## config.mk

```make
export PLATFORM = sky130hd
export DESIGN_NAME = stream_vec_writer
export DESIGN_NICKNAME = d
export VERILOG_FILES = /design/src/rtl/stream_vec_writer.sv
export SDC_FILE = /design/constraint.sdc
export NUM_CORES = 1
export LEC_CHECK = 0
export ABC_AREA = 1
export BUFFER_PORTS_ARGS = -buffer_cell sky130_fd_sc_hd__buf_4
export CORE_MARGIN = 3
export CORE_UTILIZATION = 35
export DETAILED_ROUTE_END_ITERATION = 16
export SLEW_MARGIN = 25
export SYNTH_ARGS = -nofsm -noshare
export SYNTH_HDL_FRONTEND = slang
export SYNTH_SLANG_ARGS = --single-unit
```

## constraint.sdc

```tcl
create_clock -name clk -period 6.1 [get_ports clk]
set_input_delay 0.305 -clock clk [delete_from_list [all_inputs] [get_ports clk]]
set_output_delay 0.305 -clock clk [all_outputs]
set_load 0.01 [all_outputs]
```

## src/rtl/stream_vec_writer.sv

```systemverilog
// Stream-to-SDRAM vector writer: takes 32-bit stream words, writes them to consecutive word addresses.
// Latency: stream handshake to M_write is 1 cycle; at best one word every 2 cycles.
// Backpressure: one word is held at a time; st_ready stays low until M_waitrequest releases the write.
module stream_vec_writer (
    input  logic        clk,
    input  logic        rst,
    input  logic [31:0] st_data,
    input  logic        st_valid,
    output logic        st_ready,
    output logic [31:0] M_address,
    output logic [31:0] M_writedata,
    output logic        M_write,
    output logic        M_read,
    input  logic        M_waitrequest,
    input  logic [2:0]  S_address,
    input  logic [31:0] S_writedata,
    input  logic        S_write,
    input  logic        S_read,
    output logic [31:0] S_readdata,
    output logic        S_waitrequest
);

    typedef enum logic [1:0] {IDLE, FETCH, WRITE} state_t;

    state_t      state_q, state_d;
    logic [31:0] base_q;
    logic [20:0] len_q;
    logic [20:0] wcount_q;
    logic [31:0] csum_q;
    logic        done_q;
    logic [31:0] addr_q;
    logic [31:0] hold_q;

    logic        busy;
    logic        start;
    logic        accept;
    logic        last;
    logic [20:0] wcount_inc;
    logic        unused_ok;

    assign busy       = (state_q != IDLE);
    assign start      = S_write && (S_address == 3'd0) && S_writedata[0] && !busy;
    assign accept     = (state_q == WRITE) && !M_waitrequest;
    assign wcount_inc = wcount_q + 21'd1;
    assign last       = (wcount_inc == len_q);
    assign unused_ok  = ^{S_read, S_writedata[1]};

    // Master and stream outputs come only from registers, never from same-cycle inputs.
    assign st_ready      = (state_q == FETCH);
    assign M_write       = (state_q == WRITE);
    assign M_address     = addr_q;
    assign M_writedata   = hold_q;
    assign M_read        = 1'b0;
    assign S_waitrequest = 1'b0;

    always_comb begin
        state_d = state_q;
        case (state_q)
            IDLE:    if (start && (len_q != 21'd0)) state_d = FETCH;
            FETCH:   if (st_valid) state_d = WRITE;
            WRITE:   if (!M_waitrequest) state_d = last ? IDLE : FETCH;
            default: state_d = IDLE;
        endcase
    end

    always_comb begin
        S_readdata = 32'd0;
        case (S_address)
            3'd0:    S_readdata = {30'd0, done_q, busy};
            3'd1:    S_readdata = base_q;
            3'd2:    S_readdata = {11'd0, len_q};
            3'd3:    S_readdata = {11'd0, wcount_q};
            3'd4:    S_readdata = csum_q;
            default: S_readdata = 32'd0;
        endcase
    end

    always_ff @(posedge clk or posedge rst) begin
        if (rst) begin
            state_q  <= IDLE;
            base_q   <= 32'd0;
            len_q    <= 21'd0;
            wcount_q <= 21'd0;
            csum_q   <= 32'd0;
            done_q   <= 1'b0;
            addr_q   <= 32'd0;
            hold_q   <= 32'd0;
        end else begin
            state_q <= state_d;
            // Configuration is frozen while a run is in flight.
            if (S_write && !busy) begin
                case (S_address)
                    3'd1:    base_q <= {S_writedata[31:2], 2'b00};
                    3'd2:    len_q  <= S_writedata[20:0];
                    default: ;
                endcase
            end
            if (start) begin
                wcount_q <= 21'd0;
                csum_q   <= 32'd0;
                done_q   <= (len_q == 21'd0);
                if (len_q != 21'd0) addr_q <= base_q;
            end
            if ((state_q == FETCH) && st_valid) hold_q <= st_data;
            if (accept) begin
                wcount_q <= wcount_inc;
                csum_q   <= csum_q + hold_q;
                addr_q   <= addr_q + 32'd4;
                if (last) done_q <= 1'b1;
            end
        end
    end

endmodule

```

==> impl_metrics.py <==
metrics = {
    "layout": {
        "final_net_count": 1655,
        "area_growth_pct": 21.4,
        "insertedDiodeCount": 0,
        "drive_above_1_share": 0.181,
        "fillers": 3024,
    },
    "clock_tree": {
        "cts_resized": 0,
        "cts_made_buffers": 17,
        "htreeDepth": 4,
        "clkSlewWorstSetupHoldPaths_ps": 80,
        "cts_tree": "done",
        "cts-root-buf": "clkbuf_16",
        "cts_sinks": 169,
        "cts_buffer_depth": 2,
        "worstSkewPairLatency_ps": 440,
        "cts_setup_buffers": 0,
        "holdBufCountCts": 0,
    },
    "worst_setup_path": {
        "cp-start-kind": "flip-flop",
        "critPathTopFamily": "simple AND/OR/NAND/NOR gates",
        "cp_cell_sequence": "nor2_1, nand2_1, nor3_2, nand2_1, nand2_1, buf_4, inv_1, nand2_1, nand2_1, o21ai_0, o21ai_1",
        "slowest_stage": "nand2_1",
        "cp.arrival_ps": 3270,
        "ff2ff_setup_slack_ps": 3130,
        "crit_path_frequent_cell": "nand2_1",
        "cp_num_buf_inv": 2,
        "r2r-start": "state_q[0]",
        "r2r_cells": 11,
        "cp.required_ps": 6410,
        "path_max_fanout": 20,
        "criticalPathCategory": "reg2reg",
        "r2r_end": "M_address[23]",
        "slowest_delay_ps": 490,
        "end_kind": "flip-flop",
    },
    "floorplan": {
        "core_um2": 29700,
        "die_h_um": 180,
        "start_util": 0.356,
        "die_x_um": 180,
        "num_rows": 63,
        "die_area_um2": 32300,
        "ios": 173,
    },
    "synthesis": {
        "synth.most_common_cell": "nand2_1",
        "ys.flop_type": "dfrtp_1",
        "yosysWarnings": 0,
        "ys_async_sr_fraction": 1.00,
        "synth_seq_cells": 169,
        "yosys.area.top_type": "dfrtp_1",
        "netlist_instances": 1397,
        "synth-edff-count": 0,
        "ys_seq_area_frac": 0.400,
        "synth.distinct_cells": 53,
        "synthTopCellsByCount": "314 x nand2_1, 186 x inv_1, 169 x dfrtp_1, 123 x o21ai_0, 104 x nor2_1",
        "yosys-top-cells-area": "dfrtp_1 40%, nand2_1 11%, inv_1 6.6%",
        "synth_top_area_share": 0.400,
        "avgSynthCellArea_um2": 7.57,
        "synth_area_um2": 10600,
    },
    "place": {
        "io_buffer_count": 167,
        "dp_hpwl_mm": 26.0,
        "gp_congestion": 0.944,
    },
    "sta": {
        "worst_hold_slack_ps": -39.5,
        "clock_skew_ps": 16.7,
        "finalCritPeriodShare": 0.486,
        "relSlewSlack": 0.360,
        "max_freq_ghz": 0.337,
        "setup-violations-final": 0,
        "rsz0062_at_grt": "no",
        "tns_ps": 0,
        "max_slew.worst_pin.slew_ps": 951,
        "fin_crit_ps": 2970,
        "final_hold_viol_count": 41,
        "slew_violations": 0,
    },
    "grt": {
        "track_usage": 0.207,
        "grt_pass1_vias": 9811,
        "grt-ovfl-total": 0,
        "antenna_found_initial": 0,
        "grt_pass1_wl_mm": 54.0,
        "grt_max_degree": 71,
    },
    "power": {
        "power_density_nw_per_um2": 495,
        "power_leakage_uw": 0.00618,
        "power_uw": 6360,
        "ir_drop_mv": 0.269,
    },
    "worst_hold_path": {
        "hold_class": "in2async",
    },
    "job": {
        "drv_cap": 0,
    },
    "routing": {
        "wl_per_cell_um": 17.4,
        "via_count": 10200,
        "first_pass_iters": 5,
        "drtIter0Drc": 782,
        "drc": 0,
        "totalWireLength_mm": 34.0,
        "avgViaCountPerCell": 5.22,
        "ant_nets": 0,
    },
    "outcome": {
        "status": "finished, violations left",
        "violations": "negative hold slack",
    },
}
[per-stage QoR]
stage	cell area [um2]	worst slack [ps]	instances	util
finish	12800	3130	1951	0.432
global route	12800	2900	1951	0.432
CTS	12800	3170	1951	0.432
detailed placement	12200	2920	1919	0.411
global placement	12200	2940	1919	0.411
floorplan	10600	1220	1400	-
[worst max path at each step]
stage / from / to / slack [ps] / depth (start not counted)
3_3_place_gp: S_address[1] / M_address[23] / 2940 / 12
3_5_place_dp: S_address[2] / base_q[5] / 2920 / 6
5_1_grt: state_q[0] / M_address[23] / 2900 / 11
2_1_floorplan: rst / M_address[10] / 1220 / 1
4_1_cts: state_q[0] / csum_q[1] / 3170 / 6
6_report: state_q[0] / M_address[23] / 3130 / 11
[where the power goes]
| group | leakage (uW) | switching [uW] | internal [uW] |
|---|---|---|---|
| logic | 0.00377 | 1790 | 1220 |
| registers | 0.00211 | 563 | 1620 |
| clock network | 0.000297 | 521 | 634 |
| total | 0.00618 | 2880 | 3480 |
[worst reg2reg max path: cells and delay by family (launching register included)]
family,cells,cell delay [ps]
buffers and inverters,2,540
AOI/OAI and AO/OA,2,160
and+or+nand+nor,7,1700
DFF,1,440
[placed cells by master (no fill, tap or decap), types with 7 or more instances in the layout]
master,synthesis,routed
a21oi_1,72,72
a221o_1,17,17
buf_4,5,178
clkbuf_16,0,17
dfrtp_1,169,169
ha_1,33,33
inv_1,186,184
mux2_2,32,32
nand2_1,314,314
nand3_1,93,92
nand4_1,23,23
nor2_1,104,104
nor2_2,10,10
nor3_1,18,17
nor4_1,7,7
o211ai_1,10,10
o21ai_0,123,123
o21ai_1,7,7
o22ai_1,44,44
xor2_1,10,10
[kinds of logic after synthesis]
family,after synthesis,synth area share
AND/OR/NAND/NOR,593,0.246
AO/OA/AOI/OAI,313,0.176
buffers and inverters,240,0.0881
flip-flops,169,0.400
adder cells (fa/ha/maj),34,0.0409
multiplexers,32,0.0341
XOR/XNOR,15,0.0150
other,1,0.000355
[per-layer routing]
layer  routed length, um  track usage  up-vias
li1                    -            -     5015
met1               15700        0.292     4793
met2               15300        0.324      330
met3                2130       0.0417       42
met4                 811       0.0613        0
met5                   0            0        -
[registers in the layout, indices dropped and copies added, names as in the netlist]
register and count:
state_q 2, csum_q 32, M_writedata 32, wcount_q 21
len_q 21, M_address 30, base_q 30, done_q 1
[layout make-up]
class / instances / area, um2 / area share
Timing Repair Buffer: 178 / 1340 / 0.104
Clock buffer: 18 / 439 / 0.0342
Sequential cell: 169 / 4230 / 0.329
Inverter: 191 / 722 / 0.0562
Tap cell: 390 / 488 / 0.0380
Clock inverter: 14 / 178 / 0.0138
Multi-Input combinational cell: 991 / 5440 / 0.424
(Power assumes the default switching activity.)
